==> src/rtl/alu_ctrl_pkg.sv <==
// Shared constants and types for the ALU control sequencer.
// Optional extended ops (NOT/INC/DEC) are enabled with ALU_CTRL_EXT_OPS_EN.
package alu_ctrl_pkg;

  // ALU operation codes
  localparam logic [3:0] OP_NOT = 4'b0000;
  localparam logic [3:0] OP_AND = 4'b0001;
  localparam logic [3:0] OP_XOR = 4'b0010;
  localparam logic [3:0] OP_OR  = 4'b0011;
  localparam logic [3:0] OP_DEC = 4'b0100;
  localparam logic [3:0] OP_ADD = 4'b0101;
  localparam logic [3:0] OP_SUB = 4'b0110;
  localparam logic [3:0] OP_INC = 4'b0111;
  localparam logic [3:0] OP_SLT = 4'b1000;
  localparam logic [3:0] OP_SLL = 4'b1010;
  localparam logic [3:0] OP_SRL = 4'b1011;
  localparam logic [3:0] OP_LUI = 4'b1100;

  // MIPS primary opcodes
  localparam logic [5:0] OPC_RTYPE = 6'h00;
  localparam logic [5:0] OPC_BEQ   = 6'h04;
  localparam logic [5:0] OPC_BNE   = 6'h05;
  localparam logic [5:0] OPC_ADDI  = 6'h08;
  localparam logic [5:0] OPC_SLTI  = 6'h0A;
  localparam logic [5:0] OPC_ANDI  = 6'h0C;
  localparam logic [5:0] OPC_ORI   = 6'h0D;
  localparam logic [5:0] OPC_XORI  = 6'h0E;
  localparam logic [5:0] OPC_LUI   = 6'h0F;
  localparam logic [5:0] OPC_LW    = 6'h23;
  localparam logic [5:0] OPC_SW    = 6'h2B;

  // R-type funct codes
  localparam logic [5:0] FN_SLL  = 6'h00;
  localparam logic [5:0] FN_SRL  = 6'h02;
  localparam logic [5:0] FN_ADD  = 6'h20;
  localparam logic [5:0] FN_SUB  = 6'h22;
  localparam logic [5:0] FN_AND  = 6'h24;
  localparam logic [5:0] FN_OR   = 6'h25;
  localparam logic [5:0] FN_XOR  = 6'h26;
  localparam logic [5:0] FN_SLT  = 6'h2A;
  localparam logic [5:0] FN_SLTU = 6'h2B;
`ifdef ALU_CTRL_EXT_OPS_EN
  localparam logic [5:0] FN_NOT  = 6'h30;
  localparam logic [5:0] FN_INC  = 6'h31;
  localparam logic [5:0] FN_DEC  = 6'h32;
`endif

  // Operand-B select
  localparam logic [1:0] SRCB_RT   = 2'd0;
  localparam logic [1:0] SRCB_SEXT = 2'd1;
  localparam logic [1:0] SRCB_ZEXT = 2'd2;

  typedef enum logic [2:0] {S_IDLE, S_DECODE, S_EXEC, S_MEM, S_WB, S_FIN} state_t;
  typedef enum logic [2:0] {CL_ALU, CL_LOAD, CL_STORE, CL_BRANCH, CL_ILLEGAL} cls_t;

endpackage

==> src/rtl/alu_ctrl_if.sv <==
// Instruction handshake, ALU, data-memory and write-back signals of the sequencer.
interface alu_ctrl_if #(
  parameter int DATA_W  = 32,
  parameter int SHAMT_W = 5
);
  logic               instr_valid;
  logic               instr_ready;
  logic [31:0]        instr;
  logic [3:0]         alu_oper;
  logic [SHAMT_W-1:0] alu_shift;
  logic [1:0]         alu_srcb_sel;
  logic               alu_zero;
  logic [DATA_W-1:0]  alu_result;
  logic               mem_req;
  logic               mem_we;
  logic [DATA_W-1:0]  mem_addr;
  logic               mem_ack;
  logic               rf_we;
  logic [4:0]         rf_waddr;
  logic               rf_wsel;
  logic               branch_taken;
  logic               illegal;
  logic               done;

  modport slave (
    input  instr_valid, instr, alu_zero, alu_result, mem_ack,
    output instr_ready, alu_oper, alu_shift, alu_srcb_sel, mem_req, mem_we,
           mem_addr, rf_we, rf_waddr, rf_wsel, branch_taken, illegal, done
  );

  modport master (
    output instr_valid, instr, alu_zero, alu_result, mem_ack,
    input  instr_ready, alu_oper, alu_shift, alu_srcb_sel, mem_req, mem_we,
           mem_addr, rf_we, rf_waddr, rf_wsel, branch_taken, illegal, done
  );
endinterface

==> src/rtl/alu_ctrl_decode.sv <==
// Combinational MIPS decode into ALU controls, instruction class and destination.
// ALU_CTRL_EXT_OPS_EN adds R-type NOT/INC/DEC (funct 0x30-0x32).
module alu_ctrl_decode
  import alu_ctrl_pkg::*;
#(
  parameter int SHAMT_W = 5
) (
  input  logic [31:0]        instr,
  output logic [3:0]         oper,
  output logic [SHAMT_W-1:0] shift,
  output logic [1:0]         srcb,
  output cls_t               cls,
  output logic [4:0]         dest
);

  // rs only feeds the register file, never the sequencer
  logic unused_rs;
  assign unused_rs = ^instr[25:21];

  // Opcode/funct lookup; anything unlisted stays ILLEGAL
  always_comb begin
    oper  = OP_ADD;
    shift = '0;
    srcb  = SRCB_RT;
    cls   = CL_ILLEGAL;
    dest  = instr[20:16];
    case (instr[31:26])
      OPC_RTYPE: begin
        dest = instr[15:11];
        cls  = CL_ALU;
        case (instr[5:0])
          FN_ADD:          oper = OP_ADD;
          FN_SUB:          oper = OP_SUB;
          FN_AND:          oper = OP_AND;
          FN_OR:           oper = OP_OR;
          FN_XOR:          oper = OP_XOR;
          FN_SLT, FN_SLTU: oper = OP_SLT;
          FN_SLL: begin oper = OP_SLL; shift = SHAMT_W'(instr[10:6]); end
          FN_SRL: begin oper = OP_SRL; shift = SHAMT_W'(instr[10:6]); end
`ifdef ALU_CTRL_EXT_OPS_EN
          FN_NOT:          oper = OP_NOT;
          FN_INC:          oper = OP_INC;
          FN_DEC:          oper = OP_DEC;
`endif
          default:         cls  = CL_ILLEGAL;
        endcase
      end
      OPC_ADDI: begin oper = OP_ADD; srcb = SRCB_SEXT; cls = CL_ALU;    end
      OPC_SLTI: begin oper = OP_SLT; srcb = SRCB_SEXT; cls = CL_ALU;    end
      OPC_ANDI: begin oper = OP_AND; srcb = SRCB_ZEXT; cls = CL_ALU;    end
      OPC_ORI:  begin oper = OP_OR;  srcb = SRCB_ZEXT; cls = CL_ALU;    end
      OPC_XORI: begin oper = OP_XOR; srcb = SRCB_ZEXT; cls = CL_ALU;    end
      OPC_LUI:  begin oper = OP_LUI; srcb = SRCB_ZEXT; cls = CL_ALU;    end
      OPC_LW:   begin oper = OP_ADD; srcb = SRCB_SEXT; cls = CL_LOAD;   end
      OPC_SW:   begin oper = OP_ADD; srcb = SRCB_SEXT; cls = CL_STORE;  end
      OPC_BEQ, OPC_BNE:
                begin oper = OP_SUB; srcb = SRCB_RT;   cls = CL_BRANCH; end
      default: ;
    endcase
  end

endmodule

==> src/rtl/alu_ctrl_fsm.sv <==
// Multicycle sequencer: accepts one instruction, drives the ALU, data memory and
// register write-back, and resolves branches from the ALU zero flag.
// ALU_CTRL_EXT_OPS_EN (in the decoder) enables extended R-type ops.
module alu_ctrl_fsm
  import alu_ctrl_pkg::*;
#(
  parameter int DATA_W  = 32,
  parameter int SHAMT_W = 5
) (
  input logic       clk,
  input logic       reset,
  alu_ctrl_if.slave bus
);

  state_t             state, state_nxt;
  logic [31:0]        instr_q;
  logic [3:0]         oper_q;
  logic [SHAMT_W-1:0] shift_q;
  logic [1:0]         srcb_q;
  cls_t               cls_q;
  logic [4:0]         dest_q;
  logic [DATA_W-1:0]  result_q;
  logic               zero_q;

  logic [3:0]         dec_oper;
  logic [SHAMT_W-1:0] dec_shift;
  logic [1:0]         dec_srcb;
  cls_t               dec_cls;
  logic [4:0]         dec_dest;

  alu_ctrl_decode #(.SHAMT_W(SHAMT_W)) u_decode (
    .instr (instr_q),
    .oper  (dec_oper),
    .shift (dec_shift),
    .srcb  (dec_srcb),
    .cls   (dec_cls),
    .dest  (dec_dest)
  );

  // State register
  always_ff @(posedge clk) begin
    if (reset) state <= S_IDLE;
    else       state <= state_nxt;
  end

  // Instruction latch, decoded fields and captured ALU outputs
  always_ff @(posedge clk) begin
    if (reset) begin
      instr_q  <= '0;
      oper_q   <= OP_ADD;
      shift_q  <= '0;
      srcb_q   <= SRCB_RT;
      cls_q    <= CL_ALU;
      dest_q   <= '0;
      result_q <= '0;
      zero_q   <= 1'b0;
    end else begin
      if (state == S_IDLE && bus.instr_valid) instr_q <= bus.instr;
      if (state == S_DECODE) begin
        oper_q  <= dec_oper;
        shift_q <= dec_shift;
        srcb_q  <= dec_srcb;
        cls_q   <= dec_cls;
        dest_q  <= dec_dest;
      end
      if (state == S_EXEC) begin
        result_q <= bus.alu_result;
        zero_q   <= bus.alu_zero;
      end
    end
  end

  // Address and destination come straight from their registers
  assign bus.mem_addr = result_q;
  assign bus.rf_waddr = dest_q;

  // Next state and per-state outputs; ALU inputs idle at ADD/0/rt
  always_comb begin
    state_nxt        = state;
    bus.instr_ready  = 1'b0;
    bus.alu_oper     = OP_ADD;
    bus.alu_shift    = '0;
    bus.alu_srcb_sel = SRCB_RT;
    bus.mem_req      = 1'b0;
    bus.mem_we       = 1'b0;
    bus.rf_we        = 1'b0;
    bus.rf_wsel      = 1'b0;
    bus.branch_taken = 1'b0;
    bus.illegal      = 1'b0;
    bus.done         = 1'b0;
    case (state)
      S_IDLE: begin
        bus.instr_ready = 1'b1;
        if (bus.instr_valid) state_nxt = S_DECODE;
      end
      S_DECODE: state_nxt = (dec_cls == CL_ILLEGAL) ? S_FIN : S_EXEC;
      S_EXEC: begin
        bus.alu_oper     = oper_q;
        bus.alu_shift    = shift_q;
        bus.alu_srcb_sel = srcb_q;
        case (cls_q)
          CL_ALU:            state_nxt = S_WB;
          CL_LOAD, CL_STORE: state_nxt = S_MEM;
          default:           state_nxt = S_FIN;
        endcase
      end
      S_MEM: begin
        bus.mem_req = 1'b1;
        bus.mem_we  = (cls_q == CL_STORE);
        if (bus.mem_ack) state_nxt = (cls_q == CL_LOAD) ? S_WB : S_FIN;
      end
      S_WB: begin
        bus.rf_we   = (dest_q != 5'd0);
        bus.rf_wsel = (cls_q == CL_LOAD);
        bus.done    = 1'b1;
        state_nxt   = S_IDLE;
      end
      S_FIN: begin
        bus.done    = 1'b1;
        bus.illegal = (cls_q == CL_ILLEGAL);
        // opcode bit 0 separates bne (taken on !zero) from beq (taken on zero)
        bus.branch_taken = (cls_q == CL_BRANCH) && (instr_q[26] ? !zero_q : zero_q);
        state_nxt   = S_IDLE;
      end
      default: state_nxt = S_IDLE;
    endcase
  end

endmodule

==> src/flat_wrapper.sv <==
// flat-port wrapper written by rule: the top's interface ports become plain ports
module alu_ctrl_fsm_flat import alu_ctrl_pkg::*;
#(
  parameter int DATA_W  = 32,
  parameter int SHAMT_W = 5
)
  (clk, reset, bus_instr_valid, bus_instr, bus_alu_zero, bus_alu_result, bus_mem_ack, bus_instr_ready, bus_alu_oper, bus_alu_shift, bus_alu_srcb_sel, bus_mem_req, bus_mem_we, bus_mem_addr, bus_rf_we, bus_rf_waddr, bus_rf_wsel, bus_branch_taken, bus_illegal, bus_done);
  alu_ctrl_if #(.DATA_W(DATA_W), .SHAMT_W(SHAMT_W)) bus_i ();
  input logic clk;
  input logic reset;
  input wire logic [$bits(bus_i.instr_valid)-1:0] bus_instr_valid;
  input wire logic [$bits(bus_i.instr)-1:0] bus_instr;
  input wire logic [$bits(bus_i.alu_zero)-1:0] bus_alu_zero;
  input wire logic [$bits(bus_i.alu_result)-1:0] bus_alu_result;
  input wire logic [$bits(bus_i.mem_ack)-1:0] bus_mem_ack;
  output wire logic [$bits(bus_i.instr_ready)-1:0] bus_instr_ready;
  output wire logic [$bits(bus_i.alu_oper)-1:0] bus_alu_oper;
  output wire logic [$bits(bus_i.alu_shift)-1:0] bus_alu_shift;
  output wire logic [$bits(bus_i.alu_srcb_sel)-1:0] bus_alu_srcb_sel;
  output wire logic [$bits(bus_i.mem_req)-1:0] bus_mem_req;
  output wire logic [$bits(bus_i.mem_we)-1:0] bus_mem_we;
  output wire logic [$bits(bus_i.mem_addr)-1:0] bus_mem_addr;
  output wire logic [$bits(bus_i.rf_we)-1:0] bus_rf_we;
  output wire logic [$bits(bus_i.rf_waddr)-1:0] bus_rf_waddr;
  output wire logic [$bits(bus_i.rf_wsel)-1:0] bus_rf_wsel;
  output wire logic [$bits(bus_i.branch_taken)-1:0] bus_branch_taken;
  output wire logic [$bits(bus_i.illegal)-1:0] bus_illegal;
  output wire logic [$bits(bus_i.done)-1:0] bus_done;
  assign bus_i.instr_valid = bus_instr_valid;
  assign bus_i.instr = bus_instr;
  assign bus_i.alu_zero = bus_alu_zero;
  assign bus_i.alu_result = bus_alu_result;
  assign bus_i.mem_ack = bus_mem_ack;
  assign bus_instr_ready = bus_i.instr_ready;
  assign bus_alu_oper = bus_i.alu_oper;
  assign bus_alu_shift = bus_i.alu_shift;
  assign bus_alu_srcb_sel = bus_i.alu_srcb_sel;
  assign bus_mem_req = bus_i.mem_req;
  assign bus_mem_we = bus_i.mem_we;
  assign bus_mem_addr = bus_i.mem_addr;
  assign bus_rf_we = bus_i.rf_we;
  assign bus_rf_waddr = bus_i.rf_waddr;
  assign bus_rf_wsel = bus_i.rf_wsel;
  assign bus_branch_taken = bus_i.branch_taken;
  assign bus_illegal = bus_i.illegal;
  assign bus_done = bus_i.done;
  alu_ctrl_fsm #(.DATA_W(DATA_W), .SHAMT_W(SHAMT_W)) u_core (.clk(clk), .reset(reset), .bus(bus_i));
endmodule
==> config.mk <==
export PLATFORM = sky130hd
export DESIGN_NAME = alu_ctrl_fsm_flat
export DESIGN_NICKNAME = d
export VERILOG_FILES = /design/src/rtl/alu_ctrl_pkg.sv /design/src/rtl/alu_ctrl_if.sv /design/src/rtl/alu_ctrl_decode.sv /design/src/rtl/alu_ctrl_fsm.sv /design/src/flat_wrapper.sv
export SDC_FILE = /design/constraint.sdc
export NUM_CORES = 1
export LEC_CHECK = 0
export ABC_AREA = 1
export BUFFER_PORTS_ARGS = -buffer_cell sky130_fd_sc_hd__buf_2
export CORE_UTILIZATION = 50
export DETAILED_ROUTE_END_ITERATION = 6
export GPL_ROUTABILITY_DRIVEN = 0
export PLACE_DENSITY_LB_ADDON = 0.12
export SKIP_LAST_GASP = 1
export SYNTH_ARGS = -nofsm -noshare
export SYNTH_HDL_FRONTEND = slang
export SYNTH_HIERARCHICAL = 1
export SYNTH_SLANG_ARGS = --single-unit
==> constraint.sdc <==
create_clock -name clk -period 1.9 [get_ports clk]
set_input_delay 0.19 -clock clk [delete_from_list [all_inputs] [get_ports clk]]
set_output_delay 0.19 -clock clk [all_outputs]
set_load 0.01 [all_outputs]
After elaboration in Yosys (flattened, before gate mapping) --
Index checks and enable logic that the tools add are counted.
Word-level totals: flip-flop bits (word level) 87, latch bits 0, memory bits (writable) 0, ROM bits 0, word-level logic and storage cells 83, memories 0
Cells by class: add/subtract/negate cells 0, multiply operators 0, div/mod/pow operators 0, magnitude comparators 0, equality and inequality tests 30, shift-type cells 0, muxes and demuxes 26, bitwise gates (word level) 0, reductions and logical operators 18
Operator list (number):
- one-hot mux 4 bit (7 select lines) | 2
- equality test 6 bit (second input constant) | 9
- equality test 6 x 4 -> 1 bit (second input constant) | 6
- two-way mux 5 bit | 4
- one-hot mux 3 bit (5 select lines) | 1
- equality test 3 x 2 -> 1 bit (second input constant) | 4
- equality test 3 bit (second input constant) | 4
- equality test 6 x 3 -> 1 bit (second input constant) | 2
- logical NOT 6 bit | 2
- two-way mux 3 bit | 4
- one-hot mux 3 bit (4 select lines) | 1
- two-way mux 1 bit | 10
- OR reduction 2 bit | 5
- OR reduction 9 bit | 1
- OR reduction 4 bit | 2
- equality test 3 x 1 -> 1 bit (second input constant) | 2
- equality test 6 x 2 -> 1 bit (second input constant) | 1
- logical NOT 3 bit | 2
- one-hot mux 3 bit (2 select lines) | 1
- OR reduction 6 bit | 1
- nonzero test 5 bit | 1
- two-way mux 4 bit | 1
- != test 2 bit (second input constant) | 2
- one-hot mux 2 bit (2 select lines) | 1
- 4 further kinds | 5

Depth between registers and ports, before layout --
Gate-level depths: netlist of the first run.
word-level depth 7, mapped depth 13, depth with buffers taken out 13

Cells and area by module --
The synthesis of the first run kept the hierarchy.
By module, submodules not included:
- alu_ctrl_fsm | instances 1, cells an instance 437, area an instance 3330.7 µm², sequential area each 1741.7 µm²
- alu_ctrl_decode | instances 1, cells an instance 112, area an instance 494.2 µm², sequential area each 0.0 µm²

Least setup slack after synthesis of the first run --
No wires, ideal clock.
path type reg-to-reg, start point register u_core.instr_q[27], end point register u_core.state[0], library setup time 0.070 ns, arrival 1.371 ns, required time 1.830 ns, path slack 0.458 ns, cell stages (with the launch flop) 12, cell sequence dfxtp_1 -> nor2_2 -> nand3_4 -> nand3_2 -> or2_1 -> nand2_1 -> nand2_1 -> nor2_1 -> nand2_1 -> nand2_1 -> o21bai_1 -> a21oi_1
Between the ends: cells in the longest elaborated chain, start to end 6, elaborated cells on any way between the ends 17, classes of those cells 11 x eq/ne; 3 x mux; 3 x reduce/logical
RTL lines:
- start, declared | line alu_ctrl_fsm.sv:16 | logic [31:0] instr_q;
- start signal, assigned | line alu_ctrl_fsm.sv:58 | if (state == S_IDLE && bus.instr_valid) instr_q <= bus.instr;
- equality test 6 x 4 -> 1 bit or equality test 6 x 3 -> 1 bit (tied branches) | line alu_ctrl_decode.sv:27 | case (instr[31:26])
- OR reduction 6 bit (no source line) or OR reduction 2 bit (tied branches)
- one-hot mux 3 bit (5 select lines) (*) | line alu_ctrl_decode.sv:27
- named net u_core.dec_cls[2] | line alu_ctrl_fsm.sv:28 | cls_t dec_cls;
- equality test 3 bit (*) | line alu_ctrl_fsm.sv:96 | S_DECODE: state_nxt = (dec_cls == CL_ILLEGAL) ? S_FIN : S_EXEC;
- two-way mux 3 bit (*) | line alu_ctrl_fsm.sv:96
- one-hot mux 3 bit (4 select lines) (*) | line alu_ctrl_fsm.sv:91 | case (state)
- end signal, assigned | line alu_ctrl_fsm.sv:43 | else state <= state_nxt;
- end, declared | line alu_ctrl_fsm.sv:15 | state_t state, state_nxt;
The timed path passes the listed nets; every way through them passes the cells marked *. A chain may end at the register's enable or synchronous reset.

Worst setup path in the final report of the first run --
start point register u_core.state[1], end point output port bus_instr_ready
Between the ends: cells in the longest elaborated chain, start to end 2
RTL lines:
- logical NOT 3 bit | line alu_ctrl_fsm.sv:91
- two-way mux 1 bit | line alu_ctrl_fsm.sv:91
- end, declared | line flat_wrapper.sv:16 | output wire logic [$bits(bus_i.instr_ready)-1:0] bus_instr_ready;
No other way between the ends.

==> metrics.csv, run 1 <==
stage;metric;value;unit
logic_synthesis;Syn Inst Count;529;
route;number of vias per cell;4.99;
critical_path;Crit-path slowest cell;dfxtp_2;
timing;Setup Skew;0.00687;ns
critical_path;critical path's top delay family;buffers and inverters;
critical_path;element type at the critical path start;register;
finish;most common cell after layout, fill and taps aside;nor2_1;
outcome;status;completed;
timing;min Tclk post-route;1.75;ns
route;drc violations;0;
finish;Layout area overhead;22.1;%
critical_path;worst path required time;1.71;ns
die;Core ar.;6940;um2
timing;RSZ-0062 raised after global routing;no;
logic_synthesis;total number of yosys warnings;6;
clock_network;clock root buffer master;clkbuf_8;
timing;max-slew headroom at the worst pin;71.5;%
placement;Port Buffer Count;119;
logic_synthesis;Syn Nets;598;
finish;design area;4460;um2
critical_path;critical path class;reg2out;
clock_network;clock buffer depth;2;
finish;layout cell share with drive strength beyond 1;25.5;%
timing;pins over their slew limit;0;
timing;Max Freq;0.571;GHz
grt;gr usage total;23.6;%
clock_network;H-tree levels;3;
clock_network;CTS tree;done;
critical_path;CP cell instances;nor2_1 > nand2_1 > inv_2 > buf_4 > buf_2;
placement;Post-DP Area;4270;um2
timing;Final setup viols;0;
die;Std-Cell Rows;30;
grt;global-route wire length before repair;14.3;mm
timing;count of final hold-check violations;0;
finish;commonest non-fill, non-tap cells in the layout;nor2_1, buf_2, nand2_1, dfxtp_1, o21ai_0;
power_and_ir_drop;Pint;3640;uW
critical_path;worst path arrival time;1.56;ns
finish;fillcell total;651;
min_path;Worst Hold Class;in2reg;
route;total number of vias;3679;
route;remaining antenna violation count;0;
job;Max Cap Viol;0;
clock_network;Sink Count;82;
die;DIE AREA;7660;um2
power_and_ir_drop;PwrDens;1410;nW/um2
power_and_ir_drop;Clk pwr share;18.6;%
grt;vias in the first global route;3174;
clock_network;TritonCTS Buffers;9;
die;Initial Util;52.6;%
clock_network;latest clock arrival within the worst-skew pair;0.35;ns
route;DR WL/cell;11.8;um
critical_path;crit path capture type;primary output;
critical_path;CP bufs+invs;3;
power_and_ir_drop;Max VDD drop;0.495;mV
timing;final period utilization;92.1;%
timing;Setup TNS;0;ns
finish;fin nets;706;
die;Die Span Y;87.5;um
logic_synthesis;area of the mapped netlist;3660;um2
clock_network;clock-pin transition on the worst setup and hold timing paths;0.09;ns
placement;DP HPWL;6.28;mm
power_and_ir_drop;combinational power share;41.0;%
power_and_ir_drop;Sw Ratio;42.2;%
grt;initial antenna violation count;0;
die;die width;87.5;um
power_and_ir_drop;part of the power in registers;40.3;%
route;DRT Pass-1 Iters;5;
finish;Antenna diodes;0;
critical_path;CP max stage delay;0.36;ns
logic_synthesis;Post-Syn Area per Cell;6.91;um2
timing;worst slew pin tran;0.427;ns
grt;largest net degree at the start of global routing;36;
power_and_ir_drop;switching pwr;2650;uW
grt;global route overflow;0;
critical_path;maximum fanout along the worst path;22;
power_and_ir_drop;leakage power;0.00222;uW
route;1st-iter DRT viols;218;
die;I/O pin cnt;125;
route;Total Wirelength;8.74;mm
routing by layer:
metal | up-vias | GRT usage [%] | wire, um
met5 | - | 0 | 0
li1 | 1897 | - | -
met3 | 15 | 3.79 | 547
met4 | 0 | 9.54 | 134
met2 | 134 | 38.2 | 3930
met1 | 1633 | 31.6 | 4130
registers in the layout, summed over array words and instances (netlist names):
name and count:
u_core/cls_q 3, u_core/srcb_q 2, u_core/shift_q 5, u_core/oper_q 4, u_core/state 3, u_core/bus.rf_waddr 5, u_core/bus.mem_addr 32, u_core/zero_q 1
u_core/instr_q 27
repair_timing:
action | CTS | global route
hold buffers | 0 | 0
endpoints found under the hold margin | 0 | 0
resized for setup | 1 | 4
buffers inserted | 0 | 0
endpoints found under the setup margin | 9 | 12
final cells by class:
class | instances | area, um2 | area share [%]
multi-input cells | 373 | 1680 | 37.7
flip-flops and latches | 82 | 1640 | 36.8
repair buffers | 127 | 663 | 14.9
inverters | 44 | 169 | 3.78
clock buffers | 10 | 138 | 3.08
well taps | 96 | 120 | 2.69
clock inverters | 6 | 50.0 | 1.12
worst reg2reg max path: cells and delay by family (launching register included):
family             cells  cell delay, ns
AOI/OAI and AO/OA      2            0.17
and+or+nand+nor        9            0.99
DFF                    1            0.47
worst paths after layout:
kind / from / end / slack (ns) / cells past startpoint
setup / recovery: u_core/state[1]$_SDFFE_PP0P_ / bus_instr_ready / 0.15 / 5
hold / removal: bus_alu_result[3] / u_core/bus.mem_addr[3]$_SDFFE_PP0N_ / 0.05 / 3
setup reg to reg: u_core/instr_q[27]$_SDFFE_PP0P_ / u_core/state[0]$_SDFFE_PP0P_ / 0.20 / 11
hold reg to reg: u_core/oper_q[0]$_SDFFE_PP1P_ / u_core/oper_q[0]$_SDFFE_PP1P_ / 0.45 / 2
power by group through the flow:
stage | combinational, uW | sequential, uW | clock [uW]
after floorplan | 1860 | 2620 | 0
after global placement | 2490 | 2550 | 0
after detailed placement | 2560 | 2570 | 0
after CTS | 2580 | 2530 | 1210
after global routing | 2950 | 2610 | 1290
final | 2580 | 2540 | 1170
per-stage QoR:
stage               power [uW]  hold WS [ns]  instances  worst slack, ns  utilization, %
floorplan                 4480         0.325        529            0.459               -
global placement          5040         0.413        722            0.294            61.4
detailed placement        5130         0.418        722            0.226            61.4
CTS                       6330        0.0413        738           0.0232            64.2
global route              6850        0.0513        738          0.00123            64.3
finish                    6290        0.0513        738            0.149            64.3
Power figures use the tool's default switching activity.
==> run 2: changes to the inputs <==
- PLACE_DENSITY: not set -> 0.82
- PLACE_DENSITY_LB_ADDON: 0.12 -> not set
==> run 2 against run 1 <==
  * Power grew 1.6%
  * First-iteration DRC count shrank 4.6%
  * Utilization barely moved
  * Die area did not move
  * Largest cell class unchanged
==> metrics.csv, run 2 (synthesis gave the netlist of run 1 again) <==
stage;metric;value;unit
power_and_ir_drop;PwrDens;1430;nW/um2
route;remaining antenna violation count;0;
timing;count of final hold-check violations;0;
critical_path;RR Startpoint;u_core/instr_q[3]$_SDFFE_PP0P_;
route;drc violations;0;
route;number of vias per cell;5.04;
critical_path;Worst Reg-to-Reg Cells;12;
timing;Setup TNS;0;ns
min_path;Worst Hold Depth;3;
route;total number of vias;3719;
finish;fillcell total;649;
clock_network;CTS tree;done;
die;I/O pin cnt;125;
placement;DP HPWL;6.44;mm
min_path;Worst Hold Class;in2reg;
die;Std-Cell Rows;30;
finish;commonest non-fill, non-tap cells in the layout;nor2_1, buf_2, nand2_1, dfxtp_1, o21ai_0;
timing;final period utilization;91.0;%
timing;Max Freq;0.579;GHz
power_and_ir_drop;Max VDD drop;0.858;mV
finish;most common cell after layout, fill and taps aside;nor2_1;
timing;min Tclk post-route;1.73;ns
power_and_ir_drop;Pwr Total;6390;uW
grt;vias in the first global route;3379;
route;1st-iter DRT viols;208;
finish;layout cell share with drive strength beyond 1;25.7;%
die;Die Span Y;87.5;um
finish;Layout area overhead;22.1;%
job;Max Cap Viol;0;
clock_network;Sink Count;82;
grt;global route overflow;0;
critical_path;worst path arrival time;2.00;ns
die;Initial Util;52.6;%
critical_path;critical path class;reg2reg;
die;DIE AREA;7660;um2
grt;global-route wire length before repair;14.5;mm
clock_network;clock buffer depth;2;
finish;Core Util, Final;64.3;%
critical_path;worst path required time;2.18;ns
grt;largest net degree at the start of global routing;54;
timing;Setup Skew;0.00742;ns
clock_network;clock-pin transition on the worst setup and hold timing paths;0.08;ns
timing;Final setup viols;0;
timing;pins over their slew limit;0;
timing;RSZ-0062 raised after global routing;no;
critical_path;maximum fanout along the worst path;5;
critical_path;Reg2Reg Setup Slack;0.17;ns
die;die width;87.5;um
route;Total Wirelength;8.95;mm
critical_path;reg-to-reg endpoint;u_core/state[0]$_SDFFE_PP0P_;
power_and_ir_drop;leakage power;0.00222;uW
timing;final hold slack;0.0536;ns
critical_path;Worst Setup SP;u_core/instr_q[3]$_SDFFE_PP0P_;
finish;Antenna diodes;0;
timing;worst slew pin tran;0.442;ns
clock_network;clock root buffer master;clkbuf_8;
finish;design area;4470;um2
die;Core ar.;6940;um2
timing;max-slew headroom at the worst pin;70.5;%
clock_network;TritonCTS Buffers;9;
finish;Multi-input gate area;1680;um2
finish;fin nets;706;
finish;Largest register FFs;32;
critical_path;element type at the critical path start;register;
placement;Port Buffer Count;119;
grt;gr usage total;24.0;%
placement;Post-DP Area;4270;um2
critical_path;crit path capture type;register;
clock_network;post-CTS setup buffer count;0;
outcome;status;completed;
finish;Reg area;1650;um2
clock_network;H-tree levels;3;
clock_network;latest clock arrival within the worst-skew pair;0.35;ns
grt;initial antenna violation count;0;
route;DRT Pass-1 Iters;5;
route;DR WL/cell;12.1;um
critical_path;CP Capture Point;u_core/state[0]$_SDFFE_PP0P_;
==> run 2: cell count changes in the layout (fill, tap and decap cells not counted), sizes merged <==
cell,before,now
clkbuf,10,11
bufinv,0,1
clkinv,3,1
==> run 2: layer usage <==
metal	global-route usage, %	vias to the layer above	share of wire (%)
met5	0	-	0
met2	40.9	133	47
met3	5.12	18	6.3
met4	11.8	0	2.1
li1	-	1906	-
met1	28.8	1662	45
==> run 2: area by class of cell <==
type,instances,area share [%]
multi-input combinational,373,37.7
timing repair buffer,127,14.7
tap,96,2.69
clock inverter,5,1.40
sequential,82,36.8
inverter,44,3.73
clock buffer,11,2.94
==> run 2: repair_timing <==
item	4_1_cts	5_1_grt
hold buffers	0	0
resized for setup	0	4
endpoints found under the setup margin	0	3
==> run 2: worst max-delay path: stages, from the launching register on <==
cell and delay (ns):
dfxtp_1 0.39, inv_1 0.12, nand2_1 0.10, nor2_2 0.05
nor2_1 0.17, nand4_1 0.14, nand2_1 0.11, nand2_1 0.05
nor2_1 0.13, nand2_1 0.10, nand2_1 0.08, o21bai_1 0.07
a21oi_1 0.14
==> run 2: worst min path at each step <==
| stage | from | to | slack, ns |
|---|---|---|---|
| after global placement | bus_alu_result[18] | u_core/bus.mem_addr[18]$_SDFFE_PP0N_ | 0.41 |
| after floorplan | bus_alu_result[0] | u_core/bus.mem_addr[0]$_SDFFE_PP0N_ | 0.32 |
| final | bus_alu_result[12] | u_core/bus.mem_addr[12]$_SDFFE_PP0N_ | 0.05 |
| after detailed placement | bus_alu_result[21] | u_core/bus.mem_addr[21]$_SDFFE_PP0N_ | 0.42 |
| after global routing | bus_alu_result[18] | u_core/bus.mem_addr[18]$_SDFFE_PP0N_ | 0.05 |
| after CTS | bus_alu_result[20] | u_core/bus.mem_addr[20]$_SDFFE_PP0N_ | 0.05 |
==> run 2: power breakdown <==
part	leakage [uW]	switching, uW	internal (uW)
Combinational	0.00146	1710	906
Sequential	0.000671	314	2220
Clock	0.0000906	624	617
Total	0.00222	2640	3750
==> run 2: stage by stage <==
step,setup WS [ns],instances
global route,0.00748,738
CTS,0.0884,738
finish,0.172,738
floorplan,0.459,529
detailed placement,0.238,722
global placement,0.306,722
==> run 3: changes to the inputs <==
- SETUP_SLACK_MARGIN: not set -> 0.5
==> run 3 against run 2 <==
  * The run now ends with negative setup slack left
  * Via count rose by 20%
  * Critical path depth unchanged
  * Utilization increased by 14 points
  * Count of clock-buffer cells in the layout decreased by 2
  * Sequential power grew 6%
  * Largest cell class unchanged
  * Largest power group unchanged
  * Highest routed layer unchanged
==> metrics.csv, run 3 (synthesis gave the netlist of run 1 again) <==
stage;metric;value;unit
die;Initial Util;52.6;%
critical_path;Reg2Reg Setup Slack;-0.04;ns
clock_network;H-tree levels;3;
power_and_ir_drop;Sw Ratio;45.1;%
min_path;Hold Path Sink;u_core/bus.mem_addr[4]$_SDFFE_PP0N_;
power_and_ir_drop;Pwr Total;8210;uW
grt;initial antenna violation count;0;
critical_path;crit path capture type;register;
timing;min Tclk post-route;1.94;ns
finish;layout cell share with drive strength beyond 1;41.7;%
outcome;status;finished with violations;
clock_network;latest clock arrival within the worst-skew pair;0.37;ns
critical_path;RR Startpoint;u_core/instr_q[28]$_SDFFE_PP0P_;
power_and_ir_drop;Max VDD drop;0.979;mV
route;number of vias per cell;5.69;
die;I/O pin cnt;125;
power_and_ir_drop;combinational power share;51.0;%
clock_network;clock buffer depth;2;
power_and_ir_drop;leakage power;0.00255;uW
die;DIE AREA;7660;um2
timing;Max Freq;0.516;GHz
grt;largest net degree at the start of global routing;36;
route;remaining antenna violation count;0;
outcome;failing checks;negative setup slack;
die;Core ar.;6940;um2
clock_network;Sink Count;82;
power_and_ir_drop;Pint;4510;uW
placement;Port Buffer Count;119;
finish;Largest register FFs;32;
grt;gr usage total;27.5;%
min_path;Worst Hold Class;in2reg;
route;Total Wirelength;13.7;mm
placement;dpl ws;0.295;ns
timing;max-slew headroom at the worst pin;55.5;%
power_and_ir_drop;switching pwr;3700;uW
finish;Core Util, Final;77.8;%
grt;met1 Usage GRT;33.9;%
critical_path;critical path's top delay family;simple AND/OR/NAND/NOR gates;
critical_path;CP max stage delay;0.37;ns
critical_path;CP bufs+invs;1;
timing;pins over their slew limit;0;
route;DRT Pass-1 Iters;6;
critical_path;Worst Reg-to-Reg Cells;12;
timing;setup slack after layout;-0.0368;ns
critical_path;CP dominant cell by count;nand2_1;
die;Die Span Y;87.5;um
die;die width;87.5;um
clock_network;clock root buffer master;clkbuf_8;
timing;Final setup viols;4;
grt;global-route wire length before repair;16.3;mm
route;1st-iter DRT viols;516;
critical_path;worst path required time;2.19;ns
timing;worst slew pin tran;0.668;ns
grt;global route overflow;0;
critical_path;worst path arrival time;2.23;ns
finish;Layout area overhead;47.8;%
job;Max Cap Viol;0;
timing;final period utilization;102;%
clock_network;clock-pin transition on the worst setup and hold timing paths;0.10;ns
timing;final hold slack;0.0341;ns
route;drc violations;0;
finish;commonest non-fill, non-tap cells in the layout;buf_2, nor2_1, nand2_1, dfxtp_1, a21oi_1;
placement;DP HPWL;6.40;mm
min_path;Worst Hold Depth;3;
critical_path;CP cell instances;nand2_1 > inv_1 > nand2_1 > nand3_2 > or2_1 > nand2_1 > nand2_1 > nor2_2 > nand2_1 > nand2_1 > nor2_1 > nor3_2;
power_and_ir_drop;PwrDens;1520;nW/um2
grt;GRT met3 Usage;5.21;%
finish;fin nets;750;
finish;most common cell after layout, fill and taps aside;buf_2;
critical_path;critical path class;reg2reg;
grt;M2 GR Usage;45.2;%
critical_path;maximum fanout along the worst path;5;
power_and_ir_drop;Clk pwr share;16.3;%
clock_network;Hold-fix buffers, CTS;0;
critical_path;element type at the critical path start;register;
finish;Antenna diodes;0;
clock_network;CTS tree;done;
critical_path;Crit-path slowest cell;dfxtp_2;
route;total number of vias;4447;
critical_path;reg-to-reg endpoint;u_core/state[2]$_SDFFE_PP0P_;
timing;RSZ-0062 raised after global routing;yes;
timing;Setup Skew;0.0145;ns
route;DR WL/cell;17.5;um
grt;vias in the first global route;3614;
clock_network;TritonCTS Buffers;9;
grt;busiest grt layer;met2;
power_and_ir_drop;part of the power in registers;32.7;%
min_path;hold_sp;bus_alu_result[4];
timing;count of final hold-check violations;0;
die;Std-Cell Rows;30;
run 3: routing by layer:
metal	part of all wire [%]	vias up	routed length (um)
li1	-	2006	-
met1	36	1962	4890
met2	46	359	6350
met3	10	120	1430
met4	7.3	0	990
met5	0	-	0
run 3: worst max-delay path by stage:
stage / from / end / depth (start not counted)
after CTS: u_core/state[2]$_SDFFE_PP0P_ / bus_alu_oper[3] / 7
final: u_core/instr_q[28]$_SDFFE_PP0P_ / u_core/state[2]$_SDFFE_PP0P_ / 12
after global placement: u_core/instr_q[30]$_SDFFE_PP0P_ / u_core/state[0]$_SDFFE_PP0P_ / 11
after global routing: u_core/instr_q[30]$_SDFFE_PP0P_ / u_core/state[2]$_SDFFE_PP0P_ / 11
after floorplan: u_core/instr_q[30]$_SDFFE_PP0P_ / u_core/state[0]$_SDFFE_PP0P_ / 11
after detailed placement: u_core/instr_q[30]$_SDFFE_PP0P_ / u_core/state[0]$_SDFFE_PP0P_ / 11
run 3: area by class of cell:
type,count,area (um2)
well taps,96,120
flip-flops and latches,82,1680
clock inverters,7,83.8
multi-input cells,374,2020
repair buffers,169,1180
repair inverters,1,6.26
fillers,432,1540
inverters,44,185
clock buffers,9,124
run 3: tightest hold or removal path, delay by kind of cell:
kind | cells | cell delay [ns]
and+or+nand+nor | 2 | 0.11
buffers and inverters | 1 | 0.07
run 3: power groups by stage:
stage	clock, uW	combinational [uW]	sequential [uW]
final	1340	4190	2680
after CTS	1340	3070	2580
after global routing	1410	4490	2720
after detailed placement	0	2570	2570
after global placement	0	2500	2550
after floorplan	0	1860	2620
run 3: metrics by stage:
step,std cells,cell area [um2],setup TNS [ns]
floorplan,529,3670,0
global placement,722,4280,0
detailed placement,722,4280,0
CTS,758,4840,0
global route,782,5400,-0.379
finish,782,5400,-0.111
run 3: timing repair:
action,4_1_cts,5_1_grt
gates cloned,1,4
buffers inserted,19,20
setup endpoints to repair,49,96
pin swaps,8,25
gates resized for setup,59,114
